[src/rtl/mem_rmw_pkg.sv]
// Shared defaults and FSM encoding for the masked-write emulation around an
// unmasked 1R1W memory macro.
package mem_rmw_pkg;

   localparam int RMW_ADDR_W    = 5;
   localparam int RMW_DATA_W    = 64;
   localparam int RMW_MASK_GRAN = 8;
   localparam int RMW_MASK_W    = RMW_DATA_W / RMW_MASK_GRAN;

   typedef enum logic {
      IDLE  = 1'b0,
      MERGE = 1'b1
   } rmw_state_e;

endpackage

[src/rtl/mem_rmw_merge.sv]
// Lane merge: each mask bit selects its lane from new_data, otherwise the lane
// keeps the value read back from the macro.
module mem_rmw_merge
   import mem_rmw_pkg::*;
#(
   parameter int  DATA_W    = RMW_DATA_W,
   parameter int  MASK_GRAN = RMW_MASK_GRAN,
   localparam int MASK_W    = DATA_W / MASK_GRAN
) (
   input  logic [DATA_W-1:0] old_data,
   input  logic [DATA_W-1:0] new_data,
   input  logic [MASK_W-1:0] mask,
   output logic [DATA_W-1:0] merged
);

   always_comb begin
      merged = old_data;
      for (int i = 0; i < MASK_W; i++) begin
         if (mask[i]) merged[i*MASK_GRAN +: MASK_GRAN] = new_data[i*MASK_GRAN +: MASK_GRAN];
      end
   end

endmodule

[src/rtl/mem_rmw_mask_ctrl.sv]
// Masked-write front end for an unmasked 1R1W macro: full/zero masks go straight
// through, partial masks take a read cycle plus a merge-and-write cycle.
module mem_rmw_mask_ctrl
   import mem_rmw_pkg::*;
#(
   parameter int  ADDR_W    = RMW_ADDR_W,
   parameter int  DATA_W    = RMW_DATA_W,
   parameter int  MASK_GRAN = RMW_MASK_GRAN,
   localparam int MASK_W    = DATA_W / MASK_GRAN
) (
   input  logic              clk,
   input  logic              rst_n,
   input  logic [ADDR_W-1:0] R0_addr,
   input  logic              R0_en,
   output logic [DATA_W-1:0] R0_data,
   input  logic [ADDR_W-1:0] W0_addr,
   input  logic              W0_en,
   input  logic [DATA_W-1:0] W0_data,
   input  logic [MASK_W-1:0] W0_mask,
   output logic              W0_ready,
   output logic [ADDR_W-1:0] AA,
   output logic              CENA,
   input  logic [DATA_W-1:0] QA,
   output logic [ADDR_W-1:0] AB,
   output logic              CENB,
   output logic [DATA_W-1:0] DB
);

   rmw_state_e        state_q, state_d;
   logic              mask_full, mask_part, part_go;
   logic [ADDR_W-1:0] wr_addr_p1;
   logic [DATA_W-1:0] wr_data_p1;
   logic [MASK_W-1:0] wr_mask_p1;
   logic              fwd_vld_p1;
   logic [DATA_W-1:0] fwd_data_p1;
   logic [DATA_W-1:0] merged;

   assign mask_full = &W0_mask;
   assign mask_part = |W0_mask && !mask_full;
   // A user read owns port A, so a partial write only starts when no read is pending.
   assign part_go   = rst_n && (state_q == IDLE) && W0_en && mask_part && !R0_en;

   mem_rmw_merge #(
      .DATA_W    (DATA_W),
      .MASK_GRAN (MASK_GRAN)
   ) u_merge (
      .old_data (QA),
      .new_data (wr_data_p1),
      .mask     (wr_mask_p1),
      .merged   (merged)
   );

   always_ff @(posedge clk) begin
      if (!rst_n) state_q <= IDLE;
      else        state_q <= state_d;
   end

   always_comb begin
      state_d = state_q;
      case (state_q)
         IDLE:    if (part_go) state_d = MERGE;
         MERGE:   state_d = IDLE;
         default: state_d = IDLE;
      endcase
   end

   always_comb begin
      W0_ready = 1'b0;
      CENA     = 1'b1;
      AA       = '0;
      CENB     = 1'b1;
      AB       = '0;
      DB       = '0;
      if (rst_n) begin
         if (R0_en) begin
            CENA = 1'b0;
            AA   = R0_addr;
         end
         case (state_q)
            IDLE: begin
               W0_ready = !(W0_en && mask_part && R0_en);
               if (W0_en && mask_full) begin
                  CENB = 1'b0;
                  AB   = W0_addr;
                  DB   = W0_data;
               end else if (part_go) begin
                  CENA = 1'b0;
                  AA   = W0_addr;
               end
            end
            MERGE: begin
               CENB = 1'b0;
               AB   = wr_addr_p1;
               DB   = merged;
            end
            default: ;
         endcase
      end
   end

   // p0 -> p1: capture the RMW request and any same-address read/write collision.
   always_ff @(posedge clk) begin
      if (!rst_n) fwd_vld_p1 <= 1'b0;
      else        fwd_vld_p1 <= !CENA && !CENB && (AA == AB);
   end

   always_ff @(posedge clk) begin
      fwd_data_p1 <= DB;
      if (part_go) begin
         wr_addr_p1 <= W0_addr;
         wr_data_p1 <= W0_data;
         wr_mask_p1 <= W0_mask;
      end
   end

   // The macro returns pre-write data on a collision, so the written word is replayed.
   assign R0_data = fwd_vld_p1 ? fwd_data_p1 : QA;

endmodule

[config.mk]
export PLATFORM = sky130hd
export DESIGN_NAME = mem_rmw_mask_ctrl
export DESIGN_NICKNAME = d
export VERILOG_FILES = /design/src/rtl/mem_rmw_pkg.sv /design/src/rtl/mem_rmw_merge.sv /design/src/rtl/mem_rmw_mask_ctrl.sv
export SDC_FILE = /design/constraint.sdc
export NUM_CORES = 1
export LEC_CHECK = 0
export ABC_AREA = 1
export CELL_PAD_IN_SITES_DETAIL_PLACEMENT = 0
export CELL_PAD_IN_SITES_GLOBAL_PLACEMENT = 1
export CORE_MARGIN = 5
export CORE_UTILIZATION = 30
export CTS_CLUSTER_SIZE = 14
export DETAILED_ROUTE_END_ITERATION = 10
export GPL_ROUTABILITY_DRIVEN = 0
export MAX_ROUTING_LAYER = met4
export PLACE_DENSITY = 0.84
export SETUP_SLACK_MARGIN = 0.02
export SYNTH_ARGS = -nofsm -noshare
export SYNTH_HDL_FRONTEND = slang
export SYNTH_SLANG_ARGS = --single-unit
export TNS_END_PERCENT = 100
[constraint.sdc]
create_clock -name clk -period 4 [get_ports clk]
set_input_delay 0.4 -clock clk [delete_from_list [all_inputs] [get_ports clk]]
set_output_delay 0.4 -clock clk [all_outputs]
set_load 0.005 [all_outputs]
Yosys cells after proc, flatten, opt, wreduce, memory -nomap -nowiden --
Index checks and enable logic that the tools add are counted.
Word-level totals: register bits after elaboration 143, logic and storage cells 57, input bits 150, output and inout port bits 141
Operators by class: bitwise gates (word level) 1, muxes and demuxes 32, reduce and logical (&&, ||, !) cells 17, equality and inequality tests 1
Operators by type and width (number):
- $mux 64 | 3
- $pmux 64 s2 | 1
- $mux 8 | 8
- $mux 5 | 7
- $logic_and 1x1->1 | 10
- $mux 1 | 10
- $pmux 5 s2 | 1
- $reduce_and 8->1 | 1
- $reduce_or 8->1 | 1
- $eq 5x5->1 | 1
- $logic_not 1->1 | 5
- $pmux 1 s2 | 2
- $not 1->1 | 1

Depth between registers and ports, before layout --
depth in word-level cells 12, depth in mapped cells 12, depth with buffers taken out 12

Modules after synthesis --
From an unflattened synthesis, not the netlist that was laid out.
Second synthesis, totals: cell total of the unflattened synthesis 766, area, all modules 6932.9 µm²
Modules (own cells, without submodules):
- mem_rmw_mask_ctrl | seq. area each 3633.5 µm², area each 6092.1 µm², cells each 558, times used 1
- mem_rmw_merge | seq. area each 0.0 µm², area each 840.8 µm², cells each 208, times used 1

Worst setup path after synthesis --
Ideal clock, no wire load.
path kind input-to-output, start point in W0_mask[6], end point out AA[4], required time 3.600 ns, cell stages on the path 7, setup slack 1.547 ns, data arrival time 2.053 ns, path buffers 0, cells stage by stage nand2_1 > nor2_2 > nand2_1 > nand4_2 > clkinv_2 > nand2_1 > a21oi_1
On the way: cells in the longest elaborated chain, start to end 9, elaborated cells on any way between the ends 11, those cells by class mux (4); reduce/logical (7)
Ends and longest elaborated chain:
- start: declaration | RTL line mem_rmw_mask_ctrl.sv:19 | input logic [MASK_W-1:0] W0_mask,
- $reduce_and 8->1 | RTL line mem_rmw_mask_ctrl.sv:38 | assign mask_full = &W0_mask;
- $logic_not 1->1 | RTL line mem_rmw_mask_ctrl.sv:39 | assign mask_part = |W0_mask && !mask_full;
- $logic_and 1x1->1 (*) | RTL line mem_rmw_mask_ctrl.sv:39
- $logic_and 1x1->1 (*) (2 in series) | RTL line mem_rmw_mask_ctrl.sv:41 | assign part_go = rst_n && (state_q == IDLE) && W0_en && mask_part && !R0_en;
- net part_go | RTL line mem_rmw_mask_ctrl.sv:30 | logic mask_full, mask_part, part_go;
- $mux 5 (*) | RTL line mem_rmw_mask_ctrl.sv:86 | end else if (part_go) begin
- $mux 5 (*) | RTL line mem_rmw_mask_ctrl.sv:82 | if (W0_en && mask_full) begin
- $mux 5 (*) | RTL line mem_rmw_mask_ctrl.sv:79 | case (state_q)
- $mux 5 (*) | RTL line mem_rmw_mask_ctrl.sv:74 | if (rst_n) begin
- end: declaration | RTL line mem_rmw_mask_ctrl.sv:21 | output logic [ADDR_W-1:0] AA,
Mark *: on every way through the listed nets, which the timed path passes. The rest lies on a longest branch.

Final worst setup path --
start point in W0_mask[5], end point out DB[33]
On the way: cells in the longest elaborated chain, start to end 5
Ends and longest elaborated chain:
- $reduce_and 8->1 | RTL line mem_rmw_mask_ctrl.sv:38
- $logic_and 1x1->1 | RTL line mem_rmw_mask_ctrl.sv:82
- $mux 64 | RTL line mem_rmw_mask_ctrl.sv:82
- $pmux 64 s2 | RTL line mem_rmw_mask_ctrl.sv:79
- $mux 64 | RTL line mem_rmw_mask_ctrl.sv:74
- end: declaration | RTL line mem_rmw_mask_ctrl.sv:26 | output logic [DATA_W-1:0] DB
No other way between the ends.

==> reports/qor.yml <==
cp.required_ns: 3.60
synth_nets: 984
max-slew-margin-rel: 0.3793
yosys.area.top_type_share: 0.3438
grt_pass1_wl_um: 35800
path_class: "in -> out"
core_mm2: 0.02196
start_util: 0.3063
setup_violations: 0
synth.distinct_cells: 26
finalSetupTns_ns: 0
async_flop_share: 0
synthesis.instances: 834
syn_area_mm2: 0.006725
viasPerCell: 4.609
syn2layout_area_growth_pct: 54.27
p_leak_nw: 3.804
r2r_end: "fwd_vld_p1"
antenna_found_initial: 1
portBuffers: 290
nFillCells: 2181
path_cells: "clkdlybuf4s50_1 -> nand2_1 -> nor2_4 -> nand3_2 -> inv_2 -> buf_4 -> nand3_1 -> a21oi_1 -> clkdlybuf4s50_1"
fin_crit_sh: 0.8320
critPathBufInv: 4
cpPeakStageDelay_ns: 0.55
holdWs_ns: 0.5721
ant_nets: 0
synth-main-ff-cell: "edfxtp_1"
fin_total_pwr_w: 0.003563
finalCriticalPeriod_ns: 3.328
via_count: 6425
slew_violations: 0
wl_per_cell_um: 16.53
hold_path_class: "in -> reg"
whs_endpoint: "wr_data_p1[22]"
cts_made_buffers: 17
crit_path_start_kind: "input pin"
cts_setup_buffers: 0
peakVddDrop_mv: 0.2293
grt-ovfl-total: 0
clock_path_buffers: 2
cp-end-kind: "output pin"
rr_worst_depth: 10
dr.pass1.iters: 4
maxCapViolations: 0
worstPathMaxFanout: 40
finalNonFillerCells: 1394
die_area_mm2: 0.02551
drive_above_1_share: 0.05211
netlist_top_cells_area: "edfxtp_1 (34%), dfxtp_1 (20%), nand2_1 (13%)"
cpMostUsedCell: "clkdlybuf4s50_1"
final_util: 0.4725
yosysMostFrequentCell: "nand2_1"
slowest_stage: "clkdlybuf4s50_1"
critPathArrivalTime_ns: 2.93
syn_area_per_cell_um2: 8.064
die_w_um: 159.7
nets: 1250
drc_errors: 0
ff2ff_setup_slack_ns: 1.85
post_cts_resized: 0
fp-row-count: 54
hold_viol: 0
holdPathStages: 1
skew_ns: 0.01190
power_density_mw_per_mm2: 343.4
synth_seq_cells: 143
clkSinkCount: 143
grtUsageTotal: 0.1805
crit_family: "buffers and inverters"
root_buffer: "clkbuf_16"
yosysWarnings: 0
fmax_mhz: 300.5
dp_hpwl_um: 16010
grt_start_max_net_pins: 99
cts_tree: "done"
io_pins: 291
ys_top_cells_by_count: "nand2_1 (233), o21ai_0 (130), inv_1 (85)"
max_slew.worst_pin.slew_ns: 0.9311
grt_pass1_vias: 6425
hp-start: "W0_data[22]"
clk_latency_ns: 0.41
rsz0062_at_grt: "false"
placedCellCount: 1361
die_y_um: 159.7
outcome: "finished clean"
synth_edf_count: 77
synth_area_leader_cell: "edfxtp_1"
reg2reg_from: "state_q"
clkTransAtPathRegs_ns: 0.07
htree_levels: 4
holdBufCountCts: 0
ys_seq_area_frac: 0.5403
routed_wl_um: 23050
drtIter0Drc: 341
## cell families (layout without fill, tap and decap cells)
| kind of cell | count (synthesis) | in the layout | synth area share |
|---|---|---|---|
| AO/OA/AOI/OAI | 205 | 205 | 0.1542 |
| other | 0 | 1 | 0 |
| flip-flops | 143 | 143 | 0.5403 |
| AND/OR/NAND/NOR | 343 | 343 | 0.2180 |
| buffers and inverters | 143 | 422 | 0.08744 |
## where the power goes
group	switching [W]	internal, W	leakage (nW)
combinational	0.000178	0.000254	2.30
clock	0.000657	0.000865	0.263
sequential	0.0000273	0.00158	1.24
total	0.000862	0.00270	3.80
## state kept, by name, indices dropped and copies added, names as in the netlist
name,cells
fwd_data_p1,64
wr_data_p1,64
fwd_vld_p1,1
state_q,1
wr_mask_p1,8
wr_addr_p1,5
## worst max-delay path by stage
| stage | start | endpoint | slack [ns] | cells after the start |
|---|---|---|---|---|
| 4_1_cts | W0_mask[5] | DB[36] | 0.67 | 9 |
| 3_5_place_dp | W0_mask[5] | DB[1] | 0.68 | 9 |
| 6_report | W0_mask[5] | DB[33] | 0.67 | 9 |
| 2_1_floorplan | W0_mask[6] | AA[4] | 1.55 | 7 |
| 3_3_place_gp | W0_mask[2] | DB[26] | 0.73 | 9 |
| 5_1_grt | W0_mask[5] | DB[1] | 0.49 | 9 |
## final cells by class
class / instances / area (µm²) / share of cell area
diodes: 1 / 2.502 / 0.0002412
well taps: 280 / 350.3 / 0.03377
flip-flops and latches: 143 / 3641 / 0.3509
repair buffers: 300 / 2978 / 0.2870
multi-input cells: 548 / 2504 / 0.2413
inverters: 90 / 341.6 / 0.03292
clock inverters: 14 / 128.9 / 0.01242
clock buffers: 18 / 429.2 / 0.04137
## worst reg2reg max path, stage by stage (launching register included)
cell	delay, ns
dfxtp_4	0.57
nor3_4	0.33
nand4_2	0.23
clkinv_2	0.11
buf_4	0.43
nand2_1	0.11
nand4_1	0.09
nand2_1	0.06
inv_1	0.05
nand2_1	0.04
nor2_1	0.07
## cells in the final DEF, fill, tap and decap left out, types with 7 or more instances in the layout
cell type and n:
clkdlybuf4s50_1 290, nor2_1 17, edfxtp_1 77, buf_4 10
nand4_1 7, o21ai_0 130, inv_1 84, a21oi_1 72
clkbuf_16 17, dfxtp_1 64, nand3_1 73, nand2_1 233
## metrics by stage
step / area, µm² / setup WS (ns)
2_1_floorplan: 6725 / 1.547
6_report: 10380 / 0.6721
3_5_place_dp: 9814 / 0.6751
4_1_cts: 10370 / 0.6731
5_1_grt: 10380 / 0.4896
3_3_place_gp: 9814 / 0.7323
## layer usage
metal  wire, µm  vias to the layer above  GRT usage
li1           -                     3296          -
met1      10250                     2921     0.2250
met2      11240                      191     0.2986
met3       1207                       17    0.03866
met4        347                        0    0.04852
met5          0                        -          -
No activity file was read; power rests on OpenSTA's default activity.
